File: src/rtl/clock_pkg.sv
// Shared clock/calendar definitions: field encoding, limits, reset date and
// the calendar helpers used by both the set controller and the counter.
package clock_pkg;

    typedef enum logic [2:0] {
        F_NONE  = 3'd0,
        F_HOUR  = 3'd1,
        F_MIN   = 3'd2,
        F_SEC   = 3'd3,
        F_DAY   = 3'd4,
        F_MONTH = 3'd5,
        F_YEAR  = 3'd6
    } field_e;

    localparam int HOUR_MAX  = 23;
    localparam int MIN_MAX   = 59;
    localparam int MONTH_MAX = 12;
    localparam int YEAR_MAX  = 9999;

    localparam logic [4:0]  RST_DAY   = 5'd1;
    localparam logic [3:0]  RST_MONTH = 4'd1;
    localparam logic [13:0] RST_YEAR  = 14'd2024;

    function automatic logic is_leap(input logic [13:0] year);
        return (((year % 14'd4) == 14'd0) && ((year % 14'd100) != 14'd0)) ||
               ((year % 14'd400) == 14'd0);
    endfunction

    function automatic logic [4:0] days_in_month(input logic [3:0] month,
                                                 input logic [13:0] year);
        logic [4:0] d;
        case (month)
            4'd2:                    d = is_leap(year) ? 5'd29 : 5'd28;
            4'd4, 4'd6, 4'd9, 4'd11: d = 5'd30;
            default:                 d = 5'd31;
        endcase
        return d;
    endfunction

    // One step up or down inside [lo, hi], done one bit wider than any field
    // so the overflow compare never sees a modulo wrap. Out-of-range values
    // snap back into range.
    function automatic logic [14:0] wrap_step(input logic [14:0] v,
                                              input logic        up,
                                              input logic [14:0] lo,
                                              input logic [14:0] hi);
        logic [14:0] n;
        if (up) begin
            n = v + 15'd1;
            if (n > hi) n = lo;
        end else begin
            if (v <= lo)     n = hi;
            else if (v > hi) n = hi;
            else             n = v - 15'd1;
        end
        return n;
    endfunction

endpackage

File: src/rtl/button_conditioner.sv
// Raw push-button to single-cycle press event: 2-flop synchronizer, counting
// debounce, and a pulse on the debounced rising edge only.
module button_conditioner #(
    parameter int DB_CYCLES = 500000
) (
    input  logic clk,
    input  logic rst_n,
    input  logic raw,
    output logic press
);

    localparam int CW = $clog2(DB_CYCLES + 1);
    localparam logic [CW-1:0] LAST = CW'(DB_CYCLES - 1);

    logic [1:0]    sync;
    logic          level;
    logic [CW-1:0] cnt;

    always_ff @(posedge clk or negedge rst_n) begin
        if (!rst_n) begin
            sync  <= 2'b00;
            level <= 1'b0;
            cnt   <= '0;
            press <= 1'b0;
        end else begin
            sync  <= {sync[0], raw};
            press <= 1'b0;
            // Any sample agreeing with the current level restarts the count.
            if (sync[1] == level) begin
                cnt <= '0;
            end else if (cnt == LAST) begin
                cnt   <= '0;
                level <= sync[1];
                press <= sync[1];
            end else begin
                cnt <= cnt + 1'b1;
            end
        end
    end

endmodule

File: src/rtl/clock_set_ctrl.sv
// Button-driven time/date editor: walks the fields of the current mode, steps
// the selected field with calendar-correct wrap, and strobes a load on exit.
module clock_set_ctrl
    import clock_pkg::*;
#(
    parameter int DB_CYCLES = 500000
) (
    input  logic        clk,
    input  logic        rst_n,
    input  logic        mode,
    input  logic        butt_increase,
    input  logic        butt_decrease,
    input  logic        butt_change,
    input  logic [4:0]  cur_hour,
    input  logic [5:0]  cur_min,
    input  logic [5:0]  cur_sec,
    input  logic [4:0]  cur_day,
    input  logic [3:0]  cur_month,
    input  logic [13:0] cur_year,
    output logic        edit_active,
    output logic [2:0]  edit_field,
    output logic [4:0]  set_hour,
    output logic [5:0]  set_min,
    output logic [5:0]  set_sec,
    output logic [4:0]  set_day,
    output logic [3:0]  set_month,
    output logic [13:0] set_year,
    output logic        load_time,
    output logic        load_date
);

    localparam logic [2:0] IDLE    = F_NONE;
    localparam logic [2:0] E_HOUR  = F_HOUR;
    localparam logic [2:0] E_MIN   = F_MIN;
    localparam logic [2:0] E_SEC   = F_SEC;
    localparam logic [2:0] E_DAY   = F_DAY;
    localparam logic [2:0] E_MONTH = F_MONTH;
    localparam logic [2:0] E_YEAR  = F_YEAR;

    logic        chg_ev, inc_ev, dec_ev;
    logic [2:0]  state;
    logic        edit_mode;
    logic [4:0]  hour_nxt, day_nxt, dim_cur, day_lim_m, day_lim_y;
    logic [5:0]  min_nxt, sec_nxt;
    logic [3:0]  month_nxt;
    logic [13:0] year_nxt;

    button_conditioner #(.DB_CYCLES(DB_CYCLES)) u_chg (
        .clk(clk), .rst_n(rst_n), .raw(butt_change), .press(chg_ev)
    );
    button_conditioner #(.DB_CYCLES(DB_CYCLES)) u_inc (
        .clk(clk), .rst_n(rst_n), .raw(butt_increase), .press(inc_ev)
    );
    button_conditioner #(.DB_CYCLES(DB_CYCLES)) u_dec (
        .clk(clk), .rst_n(rst_n), .raw(butt_decrease), .press(dec_ev)
    );

    assign edit_field  = state;
    assign edit_active = (state != IDLE);

    always_comb begin
        dim_cur   = days_in_month(set_month, set_year);
        hour_nxt  = 5'(wrap_step(15'(set_hour), inc_ev, 15'd0, 15'(HOUR_MAX)));
        min_nxt   = 6'(wrap_step(15'(set_min), inc_ev, 15'd0, 15'(MIN_MAX)));
        sec_nxt   = 6'(wrap_step(15'(set_sec), inc_ev, 15'd0, 15'(MIN_MAX)));
        day_nxt   = 5'(wrap_step(15'(set_day), inc_ev, 15'd1, 15'(dim_cur)));
        month_nxt = 4'(wrap_step(15'(set_month), inc_ev, 15'd1, 15'(MONTH_MAX)));
        year_nxt  = 14'(wrap_step(15'(set_year), inc_ev, 15'd0, 15'(YEAR_MAX)));
        // Month/year edits can shrink the month under the current day.
        day_lim_m = days_in_month(month_nxt, set_year);
        day_lim_y = days_in_month(set_month, year_nxt);
    end

    always_ff @(posedge clk or negedge rst_n) begin
        if (!rst_n) begin
            state     <= IDLE;
            edit_mode <= 1'b0;
            load_time <= 1'b0;
            load_date <= 1'b0;
            set_hour  <= '0;
            set_min   <= '0;
            set_sec   <= '0;
            set_day   <= RST_DAY;
            set_month <= RST_MONTH;
            set_year  <= RST_YEAR;
        end else begin
            load_time <= 1'b0;
            load_date <= 1'b0;
            if (state != IDLE && mode != edit_mode) begin
                state <= IDLE;
            end else if (chg_ev) begin
                case (state)
                    IDLE: begin
                        set_hour  <= cur_hour;
                        set_min   <= cur_min;
                        set_sec   <= cur_sec;
                        set_day   <= cur_day;
                        set_month <= cur_month;
                        set_year  <= cur_year;
                        edit_mode <= mode;
                        state     <= mode ? E_DAY : E_HOUR;
                    end
                    E_HOUR:  state <= E_MIN;
                    E_MIN:   state <= E_SEC;
                    E_SEC:   begin state <= IDLE; load_time <= 1'b1; end
                    E_DAY:   state <= E_MONTH;
                    E_MONTH: state <= E_YEAR;
                    E_YEAR:  begin state <= IDLE; load_date <= 1'b1; end
                    default: state <= IDLE;
                endcase
            end else if (inc_ev ^ dec_ev) begin
                case (state)
                    E_HOUR: set_hour <= hour_nxt;
                    E_MIN:  set_min  <= min_nxt;
                    E_SEC:  set_sec  <= sec_nxt;
                    E_DAY:  set_day  <= day_nxt;
                    E_MONTH: begin
                        set_month <= month_nxt;
                        if (set_day > day_lim_m) set_day <= day_lim_m;
                    end
                    E_YEAR: begin
                        set_year <= year_nxt;
                        if (set_day > day_lim_y) set_day <= day_lim_y;
                    end
                    default: ;
                endcase
            end
        end
    end

endmodule

File: config.mk
export PLATFORM = sky130hd
export DESIGN_NAME = clock_set_ctrl
export DESIGN_NICKNAME = d
export VERILOG_FILES = /design/src/rtl/clock_pkg.sv /design/src/rtl/button_conditioner.sv /design/src/rtl/clock_set_ctrl.sv
export SDC_FILE = /design/constraint.sdc
export NUM_CORES = 1
export LEC_CHECK = 0
export CAP_MARGIN = 25
export CORE_MARGIN = 5
export CORE_UTILIZATION = 40
export DETAILED_ROUTE_END_ITERATION = 6
export SLEW_MARGIN = 30
export SYNTH_ARGS = -nofsm -noshare
export SYNTH_HDL_FRONTEND = slang
export SYNTH_SLANG_ARGS = --single-unit
export TNS_END_PERCENT = 50
File: constraint.sdc
create_clock -name clk -period 20.4 [get_ports clk]
set_clock_uncertainty 0.05 [all_clocks]
set_input_delay 2.04 -clock clk [delete_from_list [all_inputs] [get_ports clk]]
set_output_delay 2.04 -clock clk [all_outputs]
set_load 0.01 [all_outputs]
Word level (Yosys, flattened, before mapping)
Cells that the tools add are included.

cells by class
  $add $sub $neg = 15
  $mul = 0
  divide/modulo/power cells = 4
  $lt $le $gt $ge = 20
  eq/ne operators = 26
  shifts and indexed selects = 0
  multiplexer cells = 77
  bitwise operators = 5
  reductions and logical operators = 33

operators by type and width
  cell                                                              count
  two-way mux 19 bit                                                6
  two-way mux 14 bit                                                8
  two-way mux 6 bit                                                 16
  two-way mux 5 bit                                                 17
  adder 19 x 1 -> 19 bit (second input constant)                    3
  == test 19 bit (second input constant)                            3
  logical NOT 14 bit                                                4
  two-way mux 4 bit                                                 8
  modulo 14 x 7 -> 14 bit (second input constant)                   2
  modulo 14 x 9 -> 14 bit (second input constant)                   2
  nonzero test 14 bit                                               2
  AND reduction 4 bit                                               5
  == test 4 x 3 -> 1 bit (second input constant)                    4
  == test 4 bit (second input constant)                             4
  adder 14 x 1 -> 15 bit (second input constant)                    1
  > comparator 15 x 14 -> 1 bit (second input constant)             1
  > comparator 5 bit                                                3
  case mux 3 bit (5 select lines)                                   1
  case mux 5 bit (3 select lines)                                   1
  adder 6 x 1 -> 7 bit (second input constant)                      2
  > comparator 14 bit (second input constant)                       1
  > comparator 7 x 6 -> 1 bit (second input constant)               2
  less-or-equal comparator 14 x 1 -> 1 bit (second input constant)  1
  two-way mux 1 bit                                                 14
  37 further kinds                                                  69

word-level totals
  flip-flop bits (word level) = 115
  latch bits = 0
  memory bits (writable) = 0
  bits in read-only memories = 0
  input port bits = 46
  output and inout port bits = 46
  logic and storage cells = 202
  memories kept = 0

Logic depth before layout (Yosys ltp)
Gate-level depths: netlist of run 1.

  word-level depth = 15
  mapped depth = 37
  mapped depth without buffers = 34

Cells and area by module
A second synthesis of run 1 with hierarchy kept.

second synthesis, totals
  cells, all modules = 1517
  area, all modules = 11451.0 sq um

by module, submodules not included
  module              times used  cells each  area each (sq um)  sequential area each (sq um)
  clock_set_ctrl      1           1187        8095.3             1162.4
  button_conditioner  3           110         1118.6             575.6

Worst setup path after synthesis of run 1
OpenSTA, ideal clock, no wires.

  kind = register -> register
  from = reg set_year[0]
  to = reg set_day[3]
  setup time = 125 ps
  arrival time = 7327 ps
  data required time = 20225 ps
  slack = 12898 ps
  cell stages (with the launch flop) = 34
  path buffers = 1
  period minus slack after synthesis = 7502 ps
  path through = dfrtp_1 > buf_2 > inv_1 > ha_1 > nor3b_4 > nand4_1 > and4_1 > a22oi_1 > o21ai_1 > mux2_2 > a311oi_4 > o32ai_2 > nand2_2 > nand2_1 > or4_4 > and2_4 > a32o_1 > mux2_2 > o21a_4 > o311a_1 > o21a_1 > a2111oi_1 > nor3_1 > o21ai_0 > a21oi_1 > ha_1 > inv_1 > a21oi_1 > a211oi_1 > nor2_1 > o22ai_1 > a21oi_1 > nor2_1 > mux2_2

between the ends
  cells in the longest elaborated chain, start to end = 13
  elaborated cells between the ends (all ways) = 42
  those cells by class = 2 x add/sub; 4 x div; 7 x order compare; 2 x eq/ne; 16 x mux; 11 x reduce/logical

ends and longest elaborated chain
  what                                                                                         line                                          source
  from (decl)                                                                                  clock_set_ctrl.sv:27                          output logic [13:0] set_year,
  from (signal assigned)                                                                       clock_set_ctrl.sv:99                          set_year <= cur_year;
  from (signal assigned)                                                                       clock_set_ctrl.sv:122                         set_year <= year_nxt;
  adder 14 x 1 -> 15 bit (tied with other cells)                                               clock_pkg.sv:49                               n = v + 15'd1;
  > comparator 15 x 14 -> 1 bit (tied with other cells)                                        clock_pkg.sv:50                               if (n > hi) n = lo;
  two-way mux 14 bit (tied with other cells)                                                   clock_pkg.sv:50
  two-way mux 14 bit / logical OR 1 bit (equally long branches)                                clock_pkg.sv:48, clock_pkg.sv:25
  modulo 14 x 7 -> 14 bit / two-way mux 1 bit (equally long branches)                          clock_pkg.sv:25, clock_pkg.sv:33
  nonzero test 14 bit / case mux 2 bit (2 select lines) (equally long branches)                clock_pkg.sv:25, clock_pkg.sv:32
  logical AND 1 bit / > comparator 5 bit (equally long branches)                               clock_pkg.sv:25, clock_pkg.sv:53
  logical OR 1 bit / two-way mux 5 bit (equally long branches)                                 clock_pkg.sv:25, clock_pkg.sv:53
  two-way mux 1 bit / two-way mux 5 bit (equally long branches)                                clock_pkg.sv:33, clock_pkg.sv:52
  case mux 2 bit (2 select lines) / two-way mux 5 bit (equally long branches)                  clock_pkg.sv:32, clock_pkg.sv:48
  > comparator 5 bit / case mux 5 bit (3 select lines) (equally long branches)                 clock_set_ctrl.sv:123, clock_set_ctrl.sv:112
  inequality test 3 x 2 -> 1 bit (no source line) / two-way mux 5 bit (equally long branches)  n/a
  AND reduction 6 bit (no source line) / two-way mux 5 bit (equally long branches)             n/a
  to (signal assigned)                                                                         clock_set_ctrl.sv:116                         E_DAY: set_day <= day_nxt;
  to (signal assigned)                                                                         clock_set_ctrl.sv:119                         if (set_day > day_lim_m) set_day <= day_lim_m;
  to (signal assigned)                                                                         clock_set_ctrl.sv:123                         if (set_day > day_lim_y) set_day <= day_lim_y;
  to (decl)                                                                                    clock_set_ctrl.sv:25                          output logic [4:0] set_day,

Several ways; a longest one is shown, not always the timed one. The select of a mux whose other input is x is not followed.
A chain may end at the register's enable or synchronous reset.

Worst setup path in the final report of run 1
  from = reg set_year[0]
  to = reg set_day[0]

between the ends
  cells in the longest elaborated chain, start to end = 14
  elaborated cells between the ends (all ways) = 44
  those cells by class = 2 x add/sub; 4 x div; 7 x order compare; 2 x eq/ne; 18 x mux; 11 x reduce/logical

ends and longest elaborated chain
  what                                                             line                   source
  branches (longest 14 deep; another with adder 14 x 1 -> 15 bit)  n/a
  to (signal assigned)                                             clock_set_ctrl.sv:97   set_day <= cur_day;
  to (signal assigned)                                             clock_set_ctrl.sv:116
  to (signal assigned)                                             clock_set_ctrl.sv:123

Several ways; the timed one is not identified. The select of a mux whose other input is x is not followed.

==> run metrics, run 1 <==
Syn Nets=1500; relative slew slack=41.2%; CP startpoint kind=flip-flop; initial antenna violation count=0; Post-Synthesis Cells=1422; CTS sink count=115; Peak Freq=110 MHz; buffers and inverters on the worst path=1; post-route ant nets=0; First DRT Iteration DRCs=847; most frequent CP cell=a21oi_1; FF+latch count, synth=115; Post-synth EDFFs=0; RSZ-0062 raised after global routing=false; CP Class=reg2reg; setup slack, reg-to-reg=11.35 ns; arrival time at the worst endpoint=9.34 ns; setup bufs post-CTS=0; Final Power=569 uW; max cap viols=0; hold_buf cts=0; Final Hold Fails=0; Num CTS Buffers=17; post-DP HPWL=22200 um; endpoints failing setup=0; CP max stage delay=0.76 ns; Leak Pwr=0.00492 uW; largest net degree at the start of global routing=66; Total GRT Usage=20.3%; # IOs=92; # nets final=1532; grt ovf=0; final hold slack=0.298 ns; first-pass GRT wire length=52300 um; antenna cells=0; peak supply drop=0.0000457 V; Syn Std Cell Area=0.0110 mm^2; PwrDens=45.2 mW/mm^2; sequential area share after synthesis=26.4%; post-DR wirelength/cell=17.7 um; detailed-route wire length=32000 um; Starting Density=40.6%; clk buf depth=2; Layout Area Growth over Synthesis=15.1%; vias per cell=6.10; Met3 Wirelength=1730 um; Setup crit end kind=flip-flop; slowest library cell on the worst path=mux2i_1; vias in the first global route=10100; core area=0.0270 mm^2; die area=0.0308 mm^2; port buffer count=91; multi-input logic area=0.00754 mm^2; width of the die=175 um; max layer used=met4; yosys warns=0; Avg Inst Size Synth=7.70 um^2; Least-Margin Pin Slew=0.858 ns; first-pass iteration count of the detailed router=6; Fillers=2594; crit-path max FO=17; top_reg_cell synth=dfrtp_1; fin crit share=44.4%; Async SR Flop Fraction=100%; FF+latch area=0.00289 mm^2; share of layout cells above drive strength 1=7.71%; Tmin final=9.05 ns; Hold/Removal Path Class=reg2reg; DRC viols=0; cts repair resizes=0; CTS tree=built; Slew Limit Fails=0; Clock transition at path regs=0.06 ns; Vias=11000; setup TNS=0 ns; clock latency on the worst-skew pair=0.42 ns; CP required=20.69 ns; Max H-tree Level=4; Distinct cells, synth=109; Post-Route M1 WL=15000 um; Placer Congestion=0.895; met2 WL=14400 um; Site Rows=60; Root Buffer=clkbuf_16; status=completed; critical path's top delay family=compound AO/OA/AOI/OAI gates; die height=175 um
-- logic make-up after synthesis --
family / share of synthesized area [%]
multiplexers: 2.64
buffers and inverters: 4.83
AO/OA/AOI/OAI: 27.6
AND/OR/NAND/NOR: 26.3
adder cells (fa/ha/maj): 3.84
XOR/XNOR: 8.40
flip-flops: 26.4
-- power breakdown --
part / total (uW) / switching [uW] / internal [uW]
clock network: 318 / 120 / 198
logic: 19.4 / 9.96 / 9.47
registers: 232 / 1.70 / 230
total: 569 / 132 / 438
-- cell usage after synthesis (all sizes together), types with 8 or more instances --
cell type	n	area (um^2)
a211oi	24	203
and3	22	138
nor4	17	134
a22oi	16	125
o31ai	15	131
o211ai	18	140
a221oi	11	103
o21ai	97	489
nand2	132	498
nor3	43	220
a32oi	10	87.6
a31oi	16	100
a21oi	89	449
and2	9	58.8
nand3	59	300
mux2	15	169
o22ai	8	56.3
o31a	14	123
mux2i	12	120
xnor2	55	482
dfstp	9	236
xor2	50	438
or3	18	113
clkbuf	54	203
dfrtp	106	2650
nor2b	11	68.8
o21a	11	90.1
ha	32	400
inv	43	161
nor2	199	757
buf	33	158
nand4	19	140
-- through the flow --
stage	utilization, %	cell area [um^2]	instances	worst slack (ns)
2_1_floorplan	-	11000	1422	12.90
3_3_place_gp	44.5	12000	1775	11.73
3_5_place_dp	44.5	12000	1776	11.63
4_1_cts	46.8	12600	1806	11.55
5_1_grt	46.8	12600	1806	10.72
6_report	46.8	12600	1806	11.35
-- routing by layer --
| metal | global-route usage, % | vias up |
|---|---|---|
| li1 | - | 5319 |
| met1 | 27.9 | 5272 |
| met2 | 33.0 | 374 |
| met3 | 2.67 | 53 |
| met4 | 6.73 | 0 |
| met5 | 0 | - |
-- worst register-to-register path: cells and delay by family (launching register included) --
family	cells	cell delay [ns]
AO/OA/AOI/OAI	21	4.64
adder cells (fa/ha/maj)	2	0.64
buffers and inverters	1	0.05
flip-flops	1	0.68
multiplexers	1	0.76
AND/OR/NAND/NOR	8	2.15
-- flip-flops by register name (all words and copies together), names as in the netlist, 2 cells and up --
signal      cells
u_chg.cnt      19
u_dec.cnt      19
u_inc.cnt      19
set_year       14
set_min         6
set_sec         6
set_day         5
set_hour        5
set_month       4
edit_field      3
u_chg.sync      2
u_dec.sync      2
u_inc.sync      2
-- path summary, 6_finish.rpt --
kind | start | to | cells past startpoint
max | set_year[0] | set_day[0] | 33
min | u_inc.sync[0] | u_inc.sync[1] | 0
max reg2reg | set_year[0] | set_day[0] | 33
min reg2reg | u_inc.sync[0] | u_inc.sync[1] | 0
max in group asynchronous | rst_n | u_inc.press | 2
min in group asynchronous | rst_n | u_chg.cnt[9] | 1
-- cell usage in the layout, fill, tap and decap left out, types with 8 or more instances in the layout --
cell type	count
xnor2_1	55
xor2_1	50
clkdlybuf4s50_1	90
a221oi_1	10
and2_1	8
nor2b_1	11
and3_1	22
o31a_1	14
nand4_1	17
a21oi_1	87
nor4_1	14
dfrtp_1	104
inv_1	43
a32oi_1	10
mux2i_1	12
buf_4	9
dfstp_2	9
o211ai_1	17
nor2_1	197
mux2_2	15
a31oi_1	16
a22oi_1	15
o21ai_1	9
nor3_1	42
o31ai_1	13
or3_1	18
clkbuf_16	17
o21a_1	10
ha_1	32
nand3_1	58
a211oi_1	21
o21ai_0	87
nand2_1	131
-- cell type report --
type	instances	area share, %
multi-input cells	1175	59.8
well taps	341	3.38
clock inverters	11	1.21
repair buffers	100	7.72
clock buffers	19	3.59
flip-flops and latches	115	22.9
inverters	45	1.34
Power figures use the tool's default switching activity.
==> run 2, diff against run 1 <==
Clock period 20.4 ns to 7.76 ns, I/O delays scaled along.
==> run 2 against run 1 <==
  * Worst setup slack worse by 11 ns
  * Wire length is 5.8% higher
  * Non-clock buffer count is 118 higher
  * Register-to-register slack worse by 11 ns
  * Critical path type unchanged
  * Clock power grew to 2.6 times the previous value
  * Critical path depth stayed put
  * Die area stayed put
  * Global-route usage is 0.79 points higher
  * Fmax is 18% higher
  * Power grew to 2.6 times the previous value
  * Largest cell class unchanged
==> run metrics, run 2 (synthesis results as in run 1) <==
Layout Area Growth over Synthesis=27.9%; R2R Path Start=set_year[0]; first-pass iteration count of the detailed router=5; die height=175 um; Place WS=-0.0813 ns; Final Instance Area=0.0140 mm^2; antenna cells=0; PwrDens=107 mW/mm^2; CTS sink count=115; R2R depth=33; endpoints failing setup=0; Least-Margin Pin Slew=0.901 ns; Leak Pwr=0.00564 uW; peak supply drop=0.000141 V; Placer Congestion=0.941; Peak Freq=131 MHz; Final Power=1500 uW; net switching fraction of the power=22.3%; # IOs=92; CTS tree=built; die area=0.0308 mm^2; Psw=334 uW; most frequent CP cell=a21oi_1; port buffer count=91; clk buf depth=2; Clk network pwr share=55.8%; Total GRT Usage=21.1%; Slew Limit Fails=0; status=completed; DRC viols=0; hold_buf cts=0; slowest library cell on the worst path=or3_1; worst setup path startpoint=set_year[0]; largest net degree at the start of global routing=67; vias in the first global route=10500; Area after DPL=0.0126 mm^2; First DRT Iteration DRCs=753; initial antenna violation count=1; relative slew slack=39.9%; internal power=1160 uW; Final Hold Fails=0; Root Buffer=clkbuf_16; CP max stage delay=0.44 ns; CP Class=reg2reg; clock latency on the worst-skew pair=0.42 ns; fin crit share=98.7%; first-pass GRT wire length=53900 um; grt ovf=0; CP required=8.01 ns; commonest cells after routing, fill and taps aside=nor2_1 (194), nand2_1 (129), buf_4 (121); Vias=11400; most common cell after layout, fill and taps aside=nor2_1; crit-path max FO=7; Combinational Power Share=3.4%; CP startpoint kind=flip-flop; sequential power share=40.7%; PnR worst setup slack=0.104 ns; post-DP HPWL=24100 um; detailed-route wire length=33800 um; arrival time at the worst endpoint=7.91 ns; max cap viols=0; core area=0.0270 mm^2; Clock transition at path regs=0.06 ns; Hold/Removal Path Class=reg2reg; crit path capture=set_day[3]; Num CTS Buffers=17; Tmin final=7.66 ns; Max H-tree Level=4; Setup crit end kind=flip-flop; RSZ-0062 raised after global routing=true; Site Rows=60; setup slack, reg-to-reg=0.10 ns; Top Registers=u_chg.cnt (19), u_dec.cnt (19), u_inc.cnt (19); vias per cell=5.90; reg2reg end=set_day[3]; post-route ant nets=0; share of layout cells above drive strength 1=19.1%; Starting Density=40.6%; # nets final=1650; width of the die=175 um; post-DR wirelength/cell=17.6 um
[run 2: worst min path at each step]
| stage | startpoint | endpoint | cells after the start |
|---|---|---|---|
| after floorplan | u_chg.sync[0] | u_chg.sync[1] | 0 |
| after global placement | u_inc.sync[0] | u_inc.sync[1] | 0 |
| after detailed placement | u_inc.sync[0] | u_inc.sync[1] | 0 |
| after CTS | u_inc.sync[0] | u_inc.sync[1] | 0 |
| after global routing | u_inc.sync[0] | u_inc.sync[1] | 0 |
| final | u_inc.sync[0] | u_inc.sync[1] | 0 |
[run 2: stage by stage]
| step | hold WS (ns) | util, % | setup TNS (ns) | std cells |
|---|---|---|---|---|
| 2_1_floorplan | 0.281 | - | 0 | 1422 |
| 3_3_place_gp | 0.283 | 46.7 | 0 | 1854 |
| 3_5_place_dp | 0.291 | 46.8 | -0.159 | 1854 |
| 4_1_cts | 0.304 | 49.5 | 0 | 1890 |
| 5_1_grt | 0.308 | 52.0 | -0.509 | 1925 |
| 6_report | 0.305 | 52.0 | 0 | 1925 |
[run 2: worst max-delay path, delay by kind of cell, from the launching register on]
family          cells  cell delay [ns]
simple gates        8             1.96
fa+ha+maj           2             0.35
compound gates     19             4.04
buf+inv             3             0.37
flops               1             0.41
mux                 1             0.33
[run 2: final cells by class]
class / instances / area (um^2)
fill: 2587 / 12900
multi-input combinational: 1175 / 8000
sequential: 115 / 2900
timing repair buffer: 218 / 1900
clock buffer: 21 / 470
tap: 341 / 427
inverter: 45 / 169
clock inverter: 10 / 146
[run 2: what timing repair did]
| item | 4_1_cts | 5_1_grt |
|---|---|---|
| pin swaps | 7 | 46 |
| buffers inserted | 5 | 35 |
| endpoints found under the setup margin | 5 | 5 |
| hold endpoints to repair | 0 | 0 |
| gates resized for setup | 17 | 94 |
[run 2: routing by layer]
layer	global-route usage, %	share of wire [%]
met1	28.7	46
met3	4.05	5.1
met4	6.79	2.4
met5	0	0.044
met2	33.9	46
[run 2: power by group through the flow]
| stage | Combinational [uW] | Sequential [uW] | Clock, uW |
|---|---|---|---|
| after floorplan | 11.7 | 620 | 0 |
| after global placement | 52.4 | 620 | 0 |
| after detailed placement | 52.6 | 620 | 0 |
| after CTS | 52.8 | 610 | 857 |
| after global routing | 57.6 | 610 | 889 |
| final | 51.2 | 610 | 836 |
==> run 3, diff against run 2 <==
--- a/config.mk
+++ b/config.mk
@@ -11,2 +11,3 @@
 export DETAILED_ROUTE_END_ITERATION = 6
+export PLACE_DENSITY = 0.69
 export SLEW_MARGIN = 30
--- a/constraint.sdc
+++ b/constraint.sdc
@@ -4,2 +4,2 @@
 set_output_delay 0.776 -clock clk [all_outputs]
-set_load 0.01 [all_outputs]
+set_load 0.1 [all_outputs]
==> run 3 against run 2 <==
  * Sequential cell count unchanged
  * Hold slack got worse by 0.086 ns
  * Combinational power decreased by 2%
  * Design area increased by 0.91%
  * Via count increased by 3.3%
  * Global-route usage increased by 0.056 points
  * Largest power group unchanged
  * Non-clock buffer count increased by 22
  * Worst setup slack got worse by 0.078 ns
  * Cell count increased by 1.1%
  * Fmax decreased by 1.0%
==> run metrics, run 3 (synthesis results as in run 1) <==
status=completed; detailed-route wire length=34600 um; die area=0.0308 mm^2; critical path's top delay family=compound AO/OA/AOI/OAI gates; CTS tree=built; CP Depth=31; setup TNS=0 ns; most common cell after layout, fill and taps aside=nor2_1; DRC viols=0; vias per cell=6.03; Tmin final=7.73 ns; Final Hold Fails=0; commonest cells after routing, fill and taps aside=nor2_1 (194), buf_4 (145), nand2_1 (129); first-pass GRT wire length=54800 um; M3 GR Usage=3.96%; Hold/Removal Path Class=in2async; CP Class=reg2reg; initial antenna violation count=1; CP startpoint kind=flip-flop; first-pass iteration count of the detailed router=5; share of layout cells above drive strength 1=20.4%; RSZ-0062 raised after global routing=true; crit-path max FO=7; antenna cells=0; R2R Path Start=set_year[0]; width of the die=175 um; Layout Area Growth over Synthesis=29.1%; buffers and inverters on the worst path=3; M2 GR Usage=34.1%; First DRT Iteration DRCs=1011; R2R depth=31; Least-Margin Pin Slew=1.03 ns; grt ovf=0; clock latency on the worst-skew pair=0.43 ns; Setup crit end kind=flip-flop; Clock transition at path regs=0.07 ns; Root Buffer=clkbuf_16; Top Usage Layer GRT=met2; Vias=11700; final hold slack=0.219 ns; CP max stage delay=0.60 ns; peak supply drop=0.000130 V; Leak Pwr=0.00572 uW; Peak Freq=129 MHz; endpoints failing setup=0; post-DP HPWL=24200 um; Site Rows=60; Starting Density=40.6%; vias in the first global route=10900; Placer Congestion=0.953; # IOs=92; max cap viols=0; Max H-tree Level=4; arrival time at the worst endpoint=8.00 ns; clk buf depth=2; setup slack, reg-to-reg=0.03 ns; PwrDens=98.6 mW/mm^2; port buffer count=91; largest net degree at the start of global routing=66; Top Registers=u_chg.cnt (19), u_dec.cnt (19), u_inc.cnt (19); Num CTS Buffers=17; met1 Resource Use GR=28.6%; CP required=8.02 ns; Final Power=1390 uW; post-route ant nets=0; worst setup path startpoint=set_year[0]; fin crit share=99.7%; reg2reg end=set_day[4]; relative slew slack=30.8%; die height=175 um; # nets final=1672; CTS sink count=115; slowest library cell on the worst path=or4_4; Total GRT Usage=21.1%; core area=0.0270 mm^2; post-DR wirelength/cell=17.7 um; Slew Limit Fails=0
## run 3: cell count changes in the layout (fill, tap and decap cells not counted), moves of 3 or more
cell and change:
a21oi_1 +3, buf_4 +24, clkbuf_8 -3, bufinv_16 -3
clkinvlp_4 +4
## run 3: worst max path at each step
stage / to
after floorplan: set_day[4]
after global placement: set_day[3]
after detailed placement: set_day[4]
after CTS: set_day[3]
after global routing: set_day[3]
final: set_day[4]
## run 3: area by class of cell
cell class                 instances  area (um^2)
fill                            2486        12800
multi-input combinational       1175         8060
sequential                       115         2900
timing repair buffer             240         2050
clock buffer                      18          429
tap                              341          427
inverter                          45          169
clock inverter                    13          106
## run 3: metrics by stage
stage	area, um^2	util (%)	cells	setup WS [ns]
final	14100	52.5	1947	0.0262
after global routing	14100	52.5	1947	-0.242
after global placement	12800	47.3	1874	0.0633
after CTS	13300	49.5	1907	0.000678
after detailed placement	12800	47.3	1874	-0.0246
after floorplan	11000	-	1422	0.0185
## run 3: per-layer routing
| metal | part of all wire [%] | vias to the layer above |
|---|---|---|
| li1 | - | 5585 |
| met1 | 44 | 5606 |
| met2 | 47 | 466 |
| met3 | 6.6 | 79 |
| met4 | 2.7 | 2 |
| met5 | 0.020 | - |
## run 3: what timing repair did
item | CTS | global route
cloned | 0 | 0
resized for setup | 5 | 107
buffers inserted | 2 | 40
endpoints found under the setup margin | 2 | 5
hold buffers | 0 | 0
pin swaps | 2 | 47
hold endpoints to repair | 0 | 0
## run 3: worst reg2reg max path, delay by kind of cell (launching register included)
family,cells,cell delay (ns)
and+or+nand+nor,11,2.37
buffers and inverters,3,0.47
muxes,2,0.49
DFF,1,0.50
AOI/OAI and AO/OA,14,3.48
adders and majority gates,1,0.26
## run 3: power breakdown
part / switching, uW / total (uW) / internal (uW)
Sequential: 4.55 / 610 / 605
Clock: 323 / 734 / 411
Combinational: 25.1 / 50.3 / 25.2
==> patch 1: new RTL, config.mk and constraints of run 3 <==
Reset style: synchronous (`rst_n`), changed in 2 clocked blocks.
--- a/src/rtl/button_conditioner.sv
+++ b/src/rtl/button_conditioner.sv
@@ -18,3 +18,3 @@
 
-    always_ff @(posedge clk or negedge rst_n) begin
+    always_ff @(posedge clk) begin
         if (!rst_n) begin
--- a/src/rtl/clock_set_ctrl.sv
+++ b/src/rtl/clock_set_ctrl.sv
@@ -73,3 +73,3 @@
 
-    always_ff @(posedge clk or negedge rst_n) begin
+    always_ff @(posedge clk) begin
         if (!rst_n) begin
Function: same outputs for any inputs over 10 cycles, from zero or initial values and one cycle with rst_n low; that may be too few to reach the edited logic, so the function may still have changed.
==> patch 1 against run 3 <==
The run now ends with design-rule violations left. Sequential cell count did not move. Count of clock-buffer cells in the layout fell by 1. Clock power rose by 14%. Global-route usage rose by 1.8 points. Synthesized area rose by 0.39%. Power rose by 5.3%. Design area rose by 1.5%. Setup slack got worse by 0.015 ns. Die area rose by 0.36%. Routed wire length rose by 6.4%. Critical endpoint is now set_day[0]$_SDFFE_PN1P_. Highest routed layer unchanged.
==> patch 1: results <==
[finish]
drive_above_1_share = 0.201
buffer_area_frac = 0.156
clkbuf_count = 17
seq_cell_count = 115
buffers = 268
multi_input_comb_cells = 1289
n_fill_cell = 2536
final_area_mm2 = 0.0144

[power]
p_sw_mw = 0.341
p_leak_nw = 5.32
pg_clk_mw = 0.838
comb-power_mw = 0.0392
ir_drop_v = 0.000130
swShare = 0.232

[logic_synthesis]
ys_types = 102
netlist_instances = 1553
async_flop_share = 0
ys_seq_area_frac = 0.209
synth-compound-area-share = 0.311
postSynthAreaPerCell_um2 = 7.08
synth-xor-area-share = 0.0565

[global_route]
met3_usage = 0.0456
global_route.usage.met1 = 0.297
grt_max_degree = 64
first_global_vias = 11784
use_met2 = 0.384
grt_pass1_wl_um = 59100

[place]
dp_cells = 2041
dpl_cell_area_mm2 = 0.0132
hpwl_um = 26900
gp_congestion = 0.975
preCtsSetupSlack_ns = -0.0940

[hold_path]
hold_class = register to register

[route]
dr.pass1.iters = 7
wirelength_um = 36800
routed-via-count = 12561
drc = 1

[clock_network]
cts_setup_buffers = 1

[sta]
slew_headroom = 0.303

[critical_path]
cp.arrival_ns = 8.01
critPathMaxStageDelay_ns = 0.57

[status]
violations = design-rule violations
outcome = finished with violations
## patch 1: cell count changes in the layout (fill, tap and decap cells not counted), moves of 18 or more
cell / before / now
xnor2_1: 51 / 32
buf_4: 145 / 171
dfrtp_1: 98 / 0
and2_1: 7 / 25
dfxtp_1: 0 / 99
mux2i_1: 11 / 29
## patch 1: layer usage
metal | share of wire | up-vias
li1 | - | 6143
met1 | 0.44 | 5898
met2 | 0.47 | 440
met3 | 0.065 | 78
met4 | 0.026 | 2
met5 | 0.00035 | -
## patch 1: path summary, 6_finish.rpt
kind,start,end,slack [ns],depth (start not counted)
setup / recovery,set_year[0]$_SDFFE_PN0P_,set_day[0]$_SDFFE_PN1P_,0.01,35
hold / removal,u_chg.sync[0]$_SDFF_PN0_,u_chg.sync[1]$_SDFF_PN0_,0.38,1
setup reg to reg,set_year[0]$_SDFFE_PN0P_,set_day[0]$_SDFFE_PN1P_,0.01,35
hold reg to reg,u_chg.sync[0]$_SDFF_PN0_,u_chg.sync[1]$_SDFF_PN0_,0.38,1
==> patch 2: new RTL, settings of run 3 <==
Made on the original files. `DB_CYCLES` is set to 500000 in 2 places; all go to 250000.
--- a/src/rtl/button_conditioner.sv
+++ b/src/rtl/button_conditioner.sv
@@ -3,3 +3,3 @@
 module button_conditioner #(
-    parameter int DB_CYCLES = 500000
+    parameter int DB_CYCLES = 250000
 ) (
--- a/src/rtl/clock_set_ctrl.sv
+++ b/src/rtl/clock_set_ctrl.sv
@@ -5,3 +5,3 @@
 #(
-    parameter int DB_CYCLES = 500000
+    parameter int DB_CYCLES = 250000
 ) (
Formal check against the unedited RTL: no difference found for any inputs over 10 cycles, from zero or initial values and one cycle with rst_n low; that may be too few to reach the edited logic, so the function may still have changed.
==> patch 2 against run 3 <==
Design area grew 0.84%. Non-clock buffer count stayed put. Sequential cell count down 3. Combinational power is 2% lower. Power down 18%. Setup slack better by 0.040 ns. Routed wire length down 0.14%. Synthesized area rose by 0.13%. Largest power group is now registers.
==> patch 2: results <==
[place]
gp_congestion = 0.970
dp_cells = 1866
hpwl_um = 24800

[critical_path]
path_max_fanout = 8
critical_path.slowest_cell = dfstp_4
cp.arrival_ns = 7.93
critPathMaxStageDelay_ns = 0.68

[clock_network]
insertion_delay_ns = 0.36
numCtsBuffers = 9
htree_levels = 3

[global_route]
grtUsageTotal = 0.209
first_global_vias = 10810
grt_max_degree = 69

[route]
routed-via-count = 11517
drt_iter0_markers = 1050
vias_per_cell = 5.98

[finish]
n_fill_cell = 2475
final_nets = 1659
drive_above_1_share = 0.213
top_regs = u_chg.cnt x18, u_dec.cnt x18, u_inc.cnt x18

[logic_synthesis]
synthTopCellsByCount = 150 x nor2_1, 115 x nand2_1, 103 x dfrtp_1
synth_area_leaders = dfrtp_1 23%, nor2_1 5.1%, xnor2_1 5.0%
postSynthAreaPerCell_um2 = 7.77
ys_types = 108
synth_nets = 1490
ys_seq_area_frac = 0.257

[status]
outcome = finished clean

[hold_path]
hold_class = register to register

[power]
p_leak_nw = 5.63
ir_drop_v = 0.000111

[sta]
max_slew.worst_pin.slew_ns = 0.993
==> patch 2: changes by cell type after synthesis, moves of 7 or more <==
cell	change
buf_2	-7
nor2_1	-47
and3_1	+11
nand3_1	+12
xor2_1	-14
xnor2_1	+7
and2_1	+9
nand2_1	-16
o21ai_0	+14
==> patch 2: routing by layer <==
metal  vias to the layer above  track usage  wire length [um]
met5                         -            0                 0
met4                         0       0.0799              1260
met3                        76       0.0288              1790
met2                       342        0.344             16500
met1                      5487        0.280             15000
li1                       5612            -                 -
==> patch 2: worst paths after layout <==
check / slack, ns / to / startpoint / cells past startpoint
setup / recovery: 0.07 / set_day[0]$_DFFE_PN1P_ / set_year[9]$_DFFE_PN1P_ / 35
hold / removal: 0.30 / u_dec.sync[1]$_DFF_PN0_ / u_dec.sync[0]$_DFF_PN0_ / 0
setup reg to reg: 0.07 / set_day[0]$_DFFE_PN1P_ / set_year[9]$_DFFE_PN1P_ / 35
hold reg to reg: 0.30 / u_dec.sync[1]$_DFF_PN0_ / u_dec.sync[0]$_DFF_PN0_ / 0
max in group asynchronous: 6.19 / set_year[0]$_DFFE_PN0P_ / rst_n / 2
min in group asynchronous: 0.36 / set_min[0]$_DFFE_PN0P_ / rst_n / 1
==> patch 2: cell families (layout without fill, tap and decap cells) <==
kind of cell,count (synthesis),in the layout,synth area share
muxes,19,19,0.0184
xor gates and xnor gates,100,100,0.0812
adders and majority gates,34,34,0.0384
AOI/OAI and AO/OA,445,447,0.288
buffers and inverters,132,304,0.0509
DFF,112,112,0.257
and+or+nand+nor,570,570,0.267
==> patch 2: through the flow <==
stage               setup TNS [ns]  instance area (um2)  utilization
detailed placement          -0.195                13100        0.486
global placement           -0.0587                13100        0.486
CTS                              0                13500        0.501
floorplan                 -0.00991                11400            -
finish                           0                14300        0.529
global route                 -1.07                14300        0.529
==> patch 2: final cells by class <==
type	instances	area share
Clock inverter	7	0.00755
Clock buffer	9	0.0158
Multi-Input combinational cell	1170	0.590
Sequential cell	112	0.200
Tap cell	341	0.0299
Inverter	48	0.0128
Timing Repair Buffer	240	0.144
==> patch 2: critical path, delay by kind of cell (launching register included) <==
kind,cells,cell delay [ns]
compound gates,21,3.94
fa+ha+maj,2,0.61
flops,1,0.68
xor+xnor,1,0.13
simple gates,9,1.88
buf+inv,2,0.31
==> patch 2: timing repair <==
action | in CTS | in global routing
setup buffers | 2 | 41
pin swaps | 4 | 56
resized for setup | 8 | 83
hold buffers | 0 | 0
setup endpoints to repair | 3 | 5
gates cloned | 0 | 2
==> patch 2: where the power goes <==
| part | internal (mW) | switching, mW | total [mW] |
|---|---|---|---|
| logic | 0.0248 | 0.0244 | 0.0492 |
| registers | 0.588 | 0.00351 | 0.592 |
| clock network | 0.264 | 0.242 | 0.506 |
